## src/rtl/sbtr_fault_rx_if.sv

```systemverilog
// Scan/control bundle between an SBTR fault-frame source and its receiver.
interface sbtr_fault_rx_if #(
  parameter int SR_LEN = 8
);
  logic              EN;
  logic              SI;
  logic              DONE;
  logic              SO;
  logic [1:0]        FI_MODE;
  logic [SR_LEN-1:0] FMASK;
  logic              TFEn;
  logic              ERR;

  modport master (output EN, SI, DONE, input SO, FI_MODE, FMASK, TFEn, ERR);
  modport slave  (input EN, SI, DONE, output SO, FI_MODE, FMASK, TFEn, ERR);
endinterface

```

## src/rtl/sbtr_fault_rx.sv

```systemverilog
// SBTR fault-frame receiver: deserialises {mode, timeout, mask} from SI/EN and
// times TFEn during the DONE window; SO forwards the stream to the next receiver.
//
// state   | meaning
// S_IDLE  | no frame activity since reset / last DONE window
// S_SHIFT | frame bits being (or having been) shifted in
// S_ARMED | permanent fault latched, TFEn rises on the next edge
// S_WAIT  | transient fault latched, timer counting towards the fire edge
// S_FIRE  | single-cycle pulse driven (mode 2)
// S_HOLD  | TFEn held high until DONE drops
// S_SPENT | window used up or frame rejected; waiting for DONE to drop
module sbtr_fault_rx #(
  parameter int SR_LEN = 8,
  parameter int TW     = 16
) (
  input logic           CLK,
  input logic           RST,
  sbtr_fault_rx_if.slave bus
);

  localparam int FRAME_LEN = 2 + TW + SR_LEN;
  localparam int CW        = $clog2(FRAME_LEN + 2);
  localparam logic [CW-1:0] CNT_FULL = CW'(FRAME_LEN);
  localparam logic [CW-1:0] CNT_SAT  = CW'(FRAME_LEN + 1);

  typedef enum logic [2:0] {
    S_IDLE, S_SHIFT, S_ARMED, S_WAIT, S_FIRE, S_HOLD, S_SPENT
  } state_t;

  state_t                 state_q, state_d;
  logic [FRAME_LEN-1:0]   sr_q, sr_d;
  logic                   so_q, so_d;
  logic [1:0]             mode_q, mode_d;
  logic [SR_LEN-1:0]      mask_q, mask_d;
  logic [TW-1:0]          tout_q, tout_d;
  logic [TW-1:0]          timer_q, timer_d;
  logic [CW-1:0]          cnt_q, cnt_d;
  logic                   tfen_q, tfen_d;
  logic                   err_q, err_d;

  logic [1:0]             f_mode;
  logic [TW-1:0]          f_tout;
  logic [SR_LEN-1:0]      f_mask;
  logic [TW-1:0]          timer_inc;
  logic [TW:0]            timer_p2;
  logic                   in_inj;

  always_comb begin
    state_d = state_q;
    sr_d    = sr_q;
    so_d    = so_q;
    mode_d  = mode_q;
    mask_d  = mask_q;
    tout_d  = tout_q;
    timer_d = timer_q;
    cnt_d   = cnt_q;
    tfen_d  = 1'b0;
    err_d   = err_q;

    f_mode    = sr_q[FRAME_LEN-1:FRAME_LEN-2];
    f_tout    = sr_q[FRAME_LEN-3:SR_LEN];
    f_mask    = sr_q[SR_LEN-1:0];
    timer_inc = (timer_q == tout_q) ? timer_q : timer_q + TW'(1);
    // Fire when the post-edge timer equals timeout-1, i.e. DONE edge number == timeout.
    timer_p2  = {1'b0, timer_q} + (TW+1)'(2);
    in_inj    = state_q inside {S_ARMED, S_WAIT, S_FIRE, S_HOLD, S_SPENT};

    if (bus.EN) begin
      sr_d    = {sr_q[FRAME_LEN-2:0], bus.SI};
      so_d    = sr_q[FRAME_LEN-1];
      state_d = S_SHIFT;
      if (in_inj)              cnt_d = CW'(1);
      else if (cnt_q != CNT_SAT) cnt_d = cnt_q + CW'(1);
      if (bus.DONE) err_d = 1'b1;
    end else if (bus.DONE) begin
      case (state_q)
        S_IDLE, S_SHIFT: begin
          if (cnt_q == CNT_FULL) begin
            mode_d  = f_mode;
            mask_d  = f_mask;
            tout_d  = f_tout;
            timer_d = '0;
            if (!f_mode[1]) begin
              state_d = S_ARMED;
            end else if (f_tout == '0) begin
              err_d   = 1'b1;
              state_d = S_SPENT;
            end else if (f_tout == TW'(1)) begin
              tfen_d  = 1'b1;
              state_d = f_mode[0] ? S_HOLD : S_FIRE;
            end else begin
              state_d = S_WAIT;
            end
          end else begin
            err_d   = 1'b1;
            state_d = S_SPENT;
          end
        end
        S_ARMED: begin
          tfen_d  = 1'b1;
          state_d = S_HOLD;
        end
        S_WAIT: begin
          timer_d = timer_inc;
          if (timer_p2 == {1'b0, tout_q}) begin
            tfen_d  = 1'b1;
            state_d = mode_q[0] ? S_HOLD : S_FIRE;
          end
        end
        S_FIRE: begin
          timer_d = timer_inc;
          state_d = S_SPENT;
        end
        S_HOLD: begin
          timer_d = timer_inc;
          tfen_d  = 1'b1;
        end
        S_SPENT: timer_d = timer_inc;
        default: state_d = S_IDLE;
      endcase
    end else if (in_inj) begin
      state_d = S_IDLE;
      cnt_d   = '0;
    end
  end

  always_ff @(posedge CLK) begin
    if (!RST) begin
      state_q <= S_IDLE;
      sr_q    <= '0;
      so_q    <= 1'b0;
      mode_q  <= '0;
      mask_q  <= '0;
      tout_q  <= '0;
      timer_q <= '0;
      cnt_q   <= '0;
      tfen_q  <= 1'b0;
      err_q   <= 1'b0;
    end else begin
      state_q <= state_d;
      sr_q    <= sr_d;
      so_q    <= so_d;
      mode_q  <= mode_d;
      mask_q  <= mask_d;
      tout_q  <= tout_d;
      timer_q <= timer_d;
      cnt_q   <= cnt_d;
      tfen_q  <= tfen_d;
      err_q   <= err_d;
    end
  end

  assign bus.SO      = so_q;
  assign bus.FI_MODE = mode_q;
  assign bus.FMASK   = mask_q;
  assign bus.TFEn    = tfen_q;
  assign bus.ERR     = err_q;

endmodule
```

## src/flat_wrapper.sv

```systemverilog
// flat-port wrapper written by rule: the top's interface ports become plain ports
module sbtr_fault_rx_flat 
#(
  parameter int SR_LEN = 8,
  parameter int TW     = 16
)
  (CLK, RST, bus_EN, bus_SI, bus_DONE, bus_SO, bus_FI_MODE, bus_FMASK, bus_TFEn, bus_ERR);
  sbtr_fault_rx_if #(.SR_LEN(SR_LEN)) bus_i ();
  input logic CLK;
  input logic RST;
  input wire logic [$bits(bus_i.EN)-1:0] bus_EN;
  input wire logic [$bits(bus_i.SI)-1:0] bus_SI;
  input wire logic [$bits(bus_i.DONE)-1:0] bus_DONE;
  output wire logic [$bits(bus_i.SO)-1:0] bus_SO;
  output wire logic [$bits(bus_i.FI_MODE)-1:0] bus_FI_MODE;
  output wire logic [$bits(bus_i.FMASK)-1:0] bus_FMASK;
  output wire logic [$bits(bus_i.TFEn)-1:0] bus_TFEn;
  output wire logic [$bits(bus_i.ERR)-1:0] bus_ERR;
  assign bus_i.EN = bus_EN;
  assign bus_i.SI = bus_SI;
  assign bus_i.DONE = bus_DONE;
  assign bus_SO = bus_i.SO;
  assign bus_FI_MODE = bus_i.FI_MODE;
  assign bus_FMASK = bus_i.FMASK;
  assign bus_TFEn = bus_i.TFEn;
  assign bus_ERR = bus_i.ERR;
  sbtr_fault_rx #(.SR_LEN(SR_LEN), .TW(TW)) u_core (.CLK(CLK), .RST(RST), .bus(bus_i));
endmodule
```

## config.mk

```make
export PLATFORM = sky130hd
export DESIGN_NAME = sbtr_fault_rx_flat
export DESIGN_NICKNAME = d
export VERILOG_FILES = /design/src/rtl/sbtr_fault_rx_if.sv /design/src/rtl/sbtr_fault_rx.sv /design/src/flat_wrapper.sv
export SDC_FILE = /design/constraint.sdc
export NUM_CORES = 1
export LEC_CHECK = 0
export ABC_CLOCK_PERIOD_IN_PS = 4050
export CAP_MARGIN = 25
export CORE_ASPECT_RATIO = 1.1
export CORE_MARGIN = 4
export CORE_UTILIZATION = 50
export CTS_CLUSTER_SIZE = 12
export DETAILED_ROUTE_END_ITERATION = 6
export PLACE_DENSITY = 0.68
export SYNTH_ARGS = -nofsm -noshare
export SYNTH_HDL_FRONTEND = slang
export SYNTH_SLANG_ARGS = --single-unit
```

## constraint.sdc

```tcl
create_clock -name CLK -period 4.05 [get_ports CLK]
set_clock_uncertainty 0.15 [all_clocks]
set_input_delay 0.405 -clock CLK [delete_from_list [all_inputs] [get_ports CLK]]
set_output_delay 0.405 -clock CLK [all_outputs]
set_load 0.03 [all_outputs]
```

==> results of run 1 <==
placed cells by master (no fill, tap or decap), drive strengths merged, types with 4 or more instances in the layout:
master and count:
a21boi 27, a21oi 6, and2 5, and3 6, and4 4, buf 4
clkbuf 9, clkdlybuf4s50 16, dfxtp 79, ha 4, inv 7, mux2i 29
nand2 74, nand3 9, nand4 12, nor2 31, nor2b 34, nor3b 4
nor4 7, o21a 4, o21ai 13, xnor2 24, xor2 16
per-layer routing:
metal  global-route usage [%]  routed length (um)  vias up  share of wire, %
li1                         -                   -     1568                 -
met1                     24.3                3890     1410                47
met2                     31.2                3940       57                47
met3                     4.27                 328       15               3.9
met4                     6.56                 147        0               1.8
met5                        0                   0        -                 0
registers in the layout, summed over array words and instances, names as in the netlist:
name / count
u_core.bus.FMASK: 8
u_core.bus.SO: 1
u_core.bus.ERR: 1
u_core.sr_q: 26
u_core.bus.FI_MODE: 2
u_core.cnt_q: 5
u_core.timer_q: 16
u_core.bus.TFEn: 1
u_core.tout_q: 16
u_core.state_q: 3
cell families after synthesis:
family	after synthesis
AOI/OAI and AO/OA	72
DFF	79
muxes	30
xor gates and xnor gates	40
adders and majority gates	4
buffers and inverters	36
and+or+nand+nor	197
final cells by class:
class	count	area, um^2
Clock inverter	4	26.3
Tap cell	108	135
Fill cell	713	3510
Sequential cell	79	1580
Clock buffer	9	124
Timing Repair Buffer	20	188
Inverter	7	26.3
Multi-Input combinational cell	343	2280
power breakdown:
part | leakage (nW) | switching, mW | internal [mW]
combinational | 0.784 | 0.0409 | 0.0328
clock | 0.0768 | 0.271 | 0.211
sequential | 0.637 | 0.00726 | 0.781
total | 1.50 | 0.319 | 1.03
through the flow:
stage / hold WS, ns / util (%) / total power [mW] / std cells
after floorplan: 0.303 / - / 0.864 / 458
after global placement: 0.298 / 53.5 / 0.880 / 557
after detailed placement: 0.308 / 53.5 / 0.881 / 557
after CTS: 0.320 / 55.4 / 1.37 / 570
after global routing: 0.359 / 55.4 / 1.40 / 570
final: 0.314 / 55.4 / 1.34 / 570
worst min-delay path by stage:
stage	from	end	slack [ns]	depth (start not counted)
6_report	u_core.bus.FMASK[0]	u_core.bus.FMASK[0]	0.31	2
5_1_grt	u_core.bus.FI_MODE[1]	u_core.bus.FI_MODE[1]	0.36	2
4_1_cts	u_core.bus.FMASK[0]	u_core.bus.FMASK[0]	0.32	2
3_5_place_dp	u_core.bus.FMASK[0]	u_core.bus.FMASK[0]	0.31	2
3_3_place_gp	u_core.bus.ERR	u_core.bus.ERR	0.30	1
2_1_floorplan	u_core.sr_q[0]	u_core.bus.FMASK[0]	0.30	2
worst max-delay path, delay by kind of cell (launching register included):
kind	cells	cell delay (ns)
AND/OR/NAND/NOR	4	1.14
flip-flops	1	0.48
AO/OA/AOI/OAI	2	0.37
adder cells (fa/ha/maj)	1	0.27
XOR/XNOR	1	0.18
==> results.md, run 1 <==
- Yosys warns: 0
- N_diodes: 0
- CP endpoint kind: register
- Clk slew on worst S/H paths: 0.08 ns
- FF+latch count, synth: 79
- Die area: 9570 um^2
- Final period util: around 67%
- Critical path cell sequence: ha_1 > nand2_1 > nor4_2 > xor2_1 > nand2_1 > or4_4 > o21a_1 > o21a_1
- Drt drc: 0
- Clock buffer depth: 2
- Sequential share of the synthesized area: 39.2%
- Die X: 93.6 um
- Mux cell area share after synthesis: 7.48%
- Pwr/cell area: 308 nW/um^2
- FF-to-FF End: u_core.state_q[0]
- Worst r2r src: u_core.timer_q[2]
- Fraction of layout cells with a size suffix above 1: approximately 6.7%
- Top-level port count: 18
- Post-CTS Setup Repair Bufs: 0
- Min-delay worst type: reg2reg
- Slew Limit Fails: 0
- Post-DP HPWL: 5.83 mm
- First-pass GRT wire length: about 14 mm
- Hold_buf cts: 0
- Routed len/inst: approximately 15 um
- Count of cell types in the netlist: 56
- Critical Path Slowest Stage Cell: or4_4
- Placement Cell Area: 4210 um^2
- Rows: 34
- Fraction of registers with async set/reset: 0%
- Skew-Pair Late Insertion Delay: 0.34 ns
- R2R setup slack: ~1.3 ns
- Worst setup endpoint: u_core.state_q[0]
- Final Hold Vio Count: 0
- Worst Path Max Fanout: 8
- Final #Nets: 469
- CTS tree: yes
- Slew at the pin closest to its max-slew limit: 0.941 ns
- Vias per cell: about 5.4
- Initial antenna violation count: 0
- Largest net degree at the start of global routing: 36
- Initial core utilization: 51.2%
- Largest family of logic cells by synthesized area: simple AND/OR/NAND/NOR gates
- Post-Synth Adder-Cell Area: 1.24%
- Status: finished clean
- Final wirelength: 8.31 mm
- 1st-pass router iterations: 4
- Post_cts resized: 0
- Max_slew headroom: a little under two fifths
- Syn Std Cell Area: a little over 4000 um^2
- Setup TNS: 0 ns
- R2R depth: 8
- Grt total ovfl: 0
- Min cycle time layout: 2.70 ns
- Area share of xor/xnor cells in the synthesized design: around 8.7%
- MaxCap Viol Count: 0
- Antenna-violating nets left: 0
- Worst vdd ir: 0.000180 V
- DR iter-0 viols: 171
- Fmax: 0.370 GHz
- PnR worst setup slack: ~1.3 ns
- EDFF count, synth: 0
- H-tree depth: 3
- Leak: 1.50 nW
- Most common cell in the netlist: dfxtp_1
- Core ar.: about 7900 um^2
- Yosys top cell by area: dfxtp_1
- Port Buffers: 17
- Post-Syn Instances: 458
- Worst setup SP type: register
- Pre-CTS WS: 1.18 ns
- Post-synth top cells: dfxtp_1, nand2_1, nor2b_1
- Syn_nets: roughly 470
- Vias in the first global route: 3045
- Crit path largest cell delay: roughly 0.56 ns
- WP data required: roughly 4.1 ns
- Area Growth Syn to Fin: 8.13%
- Clock Sinks: 79
- Primary FF master, synth: dfxtp_1
- Critical Path Source: u_core.timer_q[2]
- Setup-failing EPs final: 0
- Total track usage: roughly a fifth
- Vias: approximately 3.1k
- RSZ-0062 raised after global routing: no
- Chip Height: 102 um
- Routability cong.: 0.888
- Crit Path Class: reg2reg
- Final Instance Area: between 4000 and 5000 um^2
- Syn Area/Cell: 8.80 um^2
- Compound-Gate Fraction of Synth Area: 13.3%
- Critical Path AT: 2.79 ns
- CTS buffer count: 9
- Area contributors post-synth: dfxtp_1, mux2i_1, nand2_1
- Root Buffer: clkbuf_8
- Post-Synth Simple-Gate Area: 25.8%
- Top cell type's share of synthesized area: 39.2%
No activity file was read; power rests on OpenSTA's default activity.
==> inputs of run 2 (changes only) <==
--- a/config.mk
+++ b/config.mk
@@ -5,7 +5,7 @@
 export SDC_FILE = /design/constraint.sdc
 export NUM_CORES = 1
 export LEC_CHECK = 0
-export ABC_CLOCK_PERIOD_IN_PS = 4050
+export ABC_CLOCK_PERIOD_IN_PS = 2600
 export CAP_MARGIN = 25
 export CORE_ASPECT_RATIO = 1.1
 export CORE_MARGIN = 4
==> constraint.sdc (replaced) <==
create_clock -name CLK -period 2.6 [get_ports CLK]
set_clock_uncertainty 0.15 [all_clocks]
set_input_delay 0.26 -clock CLK [delete_from_list [all_inputs] [get_ports CLK]]
set_output_delay 0.26 -clock CLK [all_outputs]
set_load 0.03 [all_outputs]
==> results.md, run 2 (synthesis gave the netlist of run 1 again) <==
- Status: finished clean
- Worst setup SP type: register
- Chip Height: 102 um (unchanged)
- Vias: 3193 (+4.7%)
- Routability cong.: 0.883 (-0.59%)
- Pwr/cell area: 516 nW/um^2 (+67%)
- Vias per cell: 5.39 (+0.80%)
- Pre-CTS WS: 0.125 ns (-1.05 ns)
- WP data required: 2.70 ns (-1.44 ns)
- Rows: 34 (unchanged)
- N_diodes: 0 (unchanged)
- Setup TNS: 0 ns (unchanged)
- Final period util: 94.2% (+27 points)
- Post-CTS Setup Repair Bufs: 0 (unchanged)
- DR iter-0 viols: 124 (-27%)
- Slew at the pin closest to its max-slew limit: 0.542 ns (-0.399 ns)
- Core ar.: 7870 um^2 (unchanged)
- Max FFs per register: 26 (unchanged)
- Clock buffer depth: 2 (unchanged)
- Port Buffers: 17 (unchanged)
- Reg with most FFs: u_core.sr_q
- Setup-failing EPs final: 0 (unchanged)
- Final Hold Vio Count: 0 (unchanged)
- Die X: 93.6 um (unchanged)
- Worst vdd ir: 0.000366 V (+100%)
- H-tree depth: 3 (unchanged)
- RSZ-0062 raised after global routing: no
- CTS tree: yes
- Final wirelength: 8.59 mm (+3.3%)
- PnR worst setup slack: 0.152 ns (-1.19 ns)
- Clock Sinks: 79 (unchanged)
- Final #Nets: 488 (+4.1%)
- Root Buffer: clkbuf_8
- Fraction of layout cells with a size suffix above 1: 11.8% (+5.1 points)
- CTS buffer count: 9 (unchanged)
- Critical Path AT: 2.54 ns (-0.25 ns)
- Most frequent cells in the layout: dfxtp_1, nand2_1, nor2b_1
- Min cycle time layout: 2.45 ns (-0.257 ns)
- Leak: 1.64 nW (+9.7%)
- Routed len/inst: 14.5 um (-0.49%)
- Clk slew on worst S/H paths: 0.09 ns (about the same)
- Fmax: 0.408 GHz (+10%)
- First-pass GRT wire length: 14.4 mm (-0.57%)
- Initial antenna violation count: 0 (unchanged)
- CP endpoint kind: register
- Die area: 9570 um^2 (unchanged)
- Largest net degree at the start of global routing: 60 (+67%)
- Drt drc: 0 (unchanged)
- Initial core utilization: 51.2% (unchanged)
- MaxCap Viol Count: 0 (unchanged)
- Min-delay worst type: reg2reg
- Max_slew headroom: 63.8% (+27 points)
- 1st-pass router iterations: 4 (unchanged)
- Commonest non-fill, non-tap cell in the layout: dfxtp_1
- Post-DP HPWL: 5.98 mm (+2.6%)
- Total track usage: 19.0% (+0.15 points)
- Slew Limit Fails: 0 (unchanged)
- Worst Path Max Fanout: 7 (-1)
- Crit Path Class: reg2reg
- Grt total ovfl: 0 (unchanged)
- Skew-Pair Late Insertion Delay: 0.35 ns (about the same)
- Antenna-violating nets left: 0 (unchanged)
- Vias in the first global route: 3001 (-1.4%)
- Top flop regs: u_core.sr_q x26, u_core.timer_q x16, u_core.tout_q x16
- Area Growth Syn to Fin: 13.7%
- Top-level port count: 18 (unchanged)
## run 2: final timing paths
check	end	cells after the start	from	slack, ns
hold reg to reg	u_core.bus.FI_MODE[1]	2	u_core.bus.FI_MODE[1]	0.32
setup / recovery	u_core.state_q[0]	7	u_core.timer_q[8]	0.15
hold / removal	u_core.bus.FI_MODE[1]	2	u_core.bus.FI_MODE[1]	0.32
setup reg to reg	u_core.state_q[0]	7	u_core.timer_q[8]	0.15
## run 2: critical path: stages, from the launching register on
cell and delay (ns):
dfxtp_1 0.49, nand3_1 0.21, nor4_2 0.33, xor2_1 0.17, nand2_1 0.07, or4_4 0.56
o21a_1 0.20, o21a_1 0.17
## run 2: layout make-up
class | instances | area, um^2
multi-input combinational | 343 | 2290
inverter | 7 | 26.3
clock inverter | 7 | 95.1
clock buffer | 9 | 124
fill | 730 | 3290
sequential | 79 | 1590
timing repair buffer | 39 | 330
tap | 108 | 135
## run 2: routing by layer
metal | vias to the layer above | track usage, % | part of all wire (%)
li1 | 1618 | - | -
met1 | 1489 | 25.4 | 47
met2 | 78 | 30.1 | 47
met3 | 8 | 3.90 | 4.4
met4 | 0 | 7.89 | 1.4
met5 | - | 0 | 0
## run 2: through the flow
stage | hold WS [ns] | power [mW] | cells | utilization [%] | instance area [um^2]
after global routing | 0.342 | 2.45 | 592 | 58.3 | 4580
after CTS | 0.319 | 2.40 | 592 | 58.1 | 4570
after floorplan | 0.280 | 1.35 | 458 | - | 4030
final | 0.316 | 2.37 | 592 | 58.3 | 4580
after global placement | 0.298 | 1.38 | 576 | 55.3 | 4350
after detailed placement | 0.306 | 1.38 | 576 | 55.3 | 4350
## run 2: repair_timing
| action | CTS | global route |
|---|---|---|
| setup endpoints to repair | 0 | 3 |
| hold endpoints to repair | 0 | 0 |
| resized for setup | 0 | 5 |
| hold buffers | 0 | 0 |
## run 2: report_power, final
part           internal [mW]  total, mW  switching (mW)
logic                 0.0588      0.129          0.0706
registers               1.22       1.22         0.00705
clock network          0.544       1.01           0.469
==> inputs of run 3 (changes only) <==
--- a/config.mk
+++ b/config.mk
@@ -5,6 +5,7 @@
 export SDC_FILE = /design/constraint.sdc
 export NUM_CORES = 1
 export LEC_CHECK = 0
+export ABC_AREA = 1
 export ABC_CLOCK_PERIOD_IN_PS = 2600
 export CAP_MARGIN = 25
 export CORE_ASPECT_RATIO = 1.1
==> results.md, run 3 <==
- Switch share: 27.3% (+4.2 points)
- Power Internal: 1.65 mW (-9.3%)
- Clock power share: 35.3% (-7.5 points)
- Routability cong.: 0.956 (+8.3%)
- Fraction of layout cells with a size suffix above 1: 7.85% (-3.9 points)
- Post_cts resized: 0 (unchanged)
- Area Growth Syn to Fin: 10.1%
- Skew-Pair Late Insertion Delay: 0.35 ns (about the same)
- Fraction of registers with async set/reset: 0% (unchanged)
- Setup-failing EPs final: 0 (unchanged)
- Worst r2r src: u_core.timer_q[1]
- Max FFs per register: 26 (unchanged)
- Reg with most FFs: u_core.sr_q
- Setup TNS: 0 ns (unchanged)
- Chip Height: 104 um (+1.6%)
- Pre-CTS WS: 0.291 ns (+0.166 ns)
- Area contributors post-synth: dfxtp_1, nand2_1, a21oi_1
- Final #Nets: 642 (+32%)
- Largest net degree at the start of global routing: 43 (-28%)
- Post-Layout Cell Count: 745 (+26%)
- Commonest non-fill, non-tap cell in the layout: nand2_1
- Rows: 34 (unchanged)
- FF+latch count, synth: 79 (unchanged)
- Hold path startpoint: u_core.bus.FMASK[6]
- First-pass GRT wire length: 17.0 mm (+18%)
- Routed len/inst: 13.3 um (-8.2%)
- Root Buffer: clkbuf_8
- Antenna-violating nets left: 0 (unchanged)
- Worst hold stages: 2 (unchanged)
- Slew Limit Fails: 0 (unchanged)
- Worst Path Max Fanout: 6 (-1)
- Combinational share of power: 8.6% (+3.1 points)
- Initial antenna violation count: 0 (unchanged)
- Port Buffers: 17 (unchanged)
- Max_slew headroom: 75.2% (+11 points)
- Syn Std Cell Area: 4170 um^2 (+3.5%)
- Worst vdd ir: 0.000372 V (+1.7%)
- Clock buffer depth: 2 (unchanged)
- RSZ-0062 raised after global routing: no
- Worst path buffer plus inverter count: 1 (+1)
- EDFF count, synth: 0 (unchanged)
- DR iter-0 viols: 211 (+70%)
- Top cell type's share of synthesized area: 37.9% (-1.3 points)
- Psw: 0.620 mW (+13%)
- Top-level port count: 18 (unchanged)
- H-tree depth: 3 (unchanged)
- Final period util: 87.6% (-6.6 points)
- Final wirelength: 9.92 mm (+16%)
- Yosys top cell by area: dfxtp_1
- Drt drc: 0 (unchanged)
- Sequential share of the synthesized area: 37.9% (-1.3 points)
- Clock Sinks: 79 (unchanged)
- Slew at the pin closest to its max-slew limit: 0.372 ns (-0.170 ns)
- Worst setup SP type: register
- Vias in the first global route: 3670 (+22%)
- Die X: 95.1 um (+1.6%)
- Fmax: 0.439 GHz (+7.5%)
- Total track usage: 21.2% (+2.2 points)
- R2R depth: 14 (+7)
- N_diodes: 0 (unchanged)
- Post-Syn Instances: 621 (+36%)
- Grt total ovfl: 0 (unchanged)
- Fillers: 778 (+6.6%)
- Min-delay worst type: reg2reg
- Vias per cell: 5.27 (-2.3%)
- Cell family with most CP delay: simple AND/OR/NAND/NOR gates
- FF-to-FF End: u_core.state_q[0]
- Core ar.: 8040 um^2 (+2.2%)
- Final Util: 57.1% (-1.1 points)
- MaxCap Viol Count: 0 (unchanged)
- Initial core utilization: 51.9% (+0.67 points)
- Syn_nets: 630 (+35%)
- Post-DP HPWL: 7.12 mm (+19%)
- Crit path largest cell delay: 0.46 ns (-0.10 ns)
- Yosys warns: 0 (unchanged)
- Critical Path Most Common Cell: nand2_1
- Most common cell in the netlist: nand2_1
- Final Hold Vio Count: 0 (unchanged)
- Part of the power in registers: 56.1% (+4.4 points)
- Syn Area/Cell: 6.72 um^2 (-24%)
- PnR worst setup slack: 0.323 ns (+0.171 ns)
- Post-CTS Setup Repair Bufs: 0 (unchanged)
- Dpl cells: 730 (+27%)
- Clk slew on worst S/H paths: 0.08 ns (about the same)
- CTS buffer count: 9 (unchanged)
- Post-synth top cells: nand2_1, dfxtp_1, a21oi_1, nor2_1, inv_1
- Most frequent cells in the layout: nand2_1, dfxtp_1, a21oi_1, nor2_1, inv_1
- Hold_buf cts: 0 (unchanged)
- R2R setup slack: 0.32 ns (+0.17 ns)
- Min cycle time layout: 2.28 ns (-0.171 ns)
- Crit Path Class: reg2reg
- Leak: 1.83 nW (+11%)
- Critical Path Slowest Stage Cell: dfxtp_1
- Top flop regs: u_core.sr_q x26, u_core.timer_q x16, u_core.tout_q x16
- Status: finished clean
- Critical Path AT: 2.38 ns (-0.16 ns)
- CP endpoint kind: register
- Critical path cell sequence: ha_1 > nand3_1 > nor2_1 > nand2_1 > nand2_1 > nand2_1 > nor2_1 > nand3_1 > o21bai_2 > nand2_2 > nand2_1 > nand3_1 > nand2_1 > inv_1
- 1st-pass router iterations: 5 (+1)
- Count of cell types in the netlist: 39 (-30%)
- CTS tree: yes
- Primary FF master, synth: dfxtp_1
- Vias: 3924 (+23%)
- Pwr/cell area: 494 nW/um^2 (-4.2%)
- Hold Crit Endpoint: u_core.bus.FMASK[6]
- WP data required: 2.70 ns (about the same)
- Die area: 9880 um^2 (+3.2%)
run 3: changes by cell type after synthesis, sizes merged, moves of 5 or more:
| cell | previous run | this run |
|---|---|---|
| a21boi | 27 | 1 |
| a21oi | 6 | 67 |
| and2 | 5 | 0 |
| and3 | 6 | 1 |
| buf | 13 | 8 |
| inv | 7 | 70 |
| mux2i | 29 | 0 |
| nand2 | 74 | 156 |
| nand3 | 9 | 49 |
| nor2 | 31 | 74 |
| nor2b | 34 | 0 |
| o21ai | 13 | 45 |
| xnor2 | 24 | 2 |
run 3: area by class of cell:
class	count	area, um^2	share of cell area (%)
clock inverter	5	35.0	0.763
tap	108	135	2.94
clock buffer	10	128	2.78
inverter	70	263	5.72
timing repair buffer	27	245	5.34
multi-input combinational	446	2210	48.0
sequential	79	1580	34.4
run 3: worst max-delay path by stage:
stage	from	end	slack (ns)	cells after the start
floorplan	u_core.timer_q[1]	u_core.state_q[0]	0.67	14
global placement	u_core.timer_q[1]	u_core.state_q[0]	0.37	14
detailed placement	bus_DONE	u_core.timer_q[1]	0.29	9
CTS	u_core.timer_q[1]	u_core.state_q[0]	0.33	14
global route	u_core.timer_q[1]	u_core.state_q[0]	0.12	14
finish	u_core.timer_q[1]	u_core.state_q[0]	0.32	14
run 3: kinds of logic (layout without fill, tap and decap cells):
kind of cell / Yosys count / after routing / share of synthesized area, %
AO/OA/AOI/OAI: 122 / 122 / 15.4
buffers and inverters: 96 / 112 / 9.23
XOR/XNOR: 22 / 22 / 4.62
flip-flops: 79 / 79 / 37.9
adder cells (fa/ha/maj): 4 / 4 / 1.20
AND/OR/NAND/NOR: 298 / 298 / 31.7
run 3: layer usage:
layer | wire (um) | share of wire [%] | track usage (%) | vias up
met3 | 388 | 3.9 | 4.06 | 22
met2 | 4530 | 46 | 32.4 | 88
met4 | 314 | 3.2 | 9.28 | 0
met5 | 0 | 0 | 0 | -
met1 | 4690 | 47 | 28.6 | 1787
li1 | - | - | - | 2027
run 3: power by group through the flow:
stage	Sequential, mW	Combinational, mW	Clock [mW]
floorplan	1.30	0.136	0
global placement	1.30	0.189	0
detailed placement	1.30	0.193	0
CTS	1.27	0.194	0.831
global route	1.28	0.220	0.874
finish	1.27	0.195	0.802
run 3: tightest hold or removal path: stages (launching register included):
cell	delay [ns]
dfxtp_1	0.31
nand2_1	0.06
a21oi_1	0.05
run 3: metrics by stage:
stage	instance area [um^2]	hold slack [ns]	total power [mW]
floorplan	4170	0.245	1.43
global placement	4430	0.300	1.49
detailed placement	4430	0.305	1.49
CTS	4590	0.321	2.30
global route	4590	0.340	2.37
finish	4590	0.317	2.27
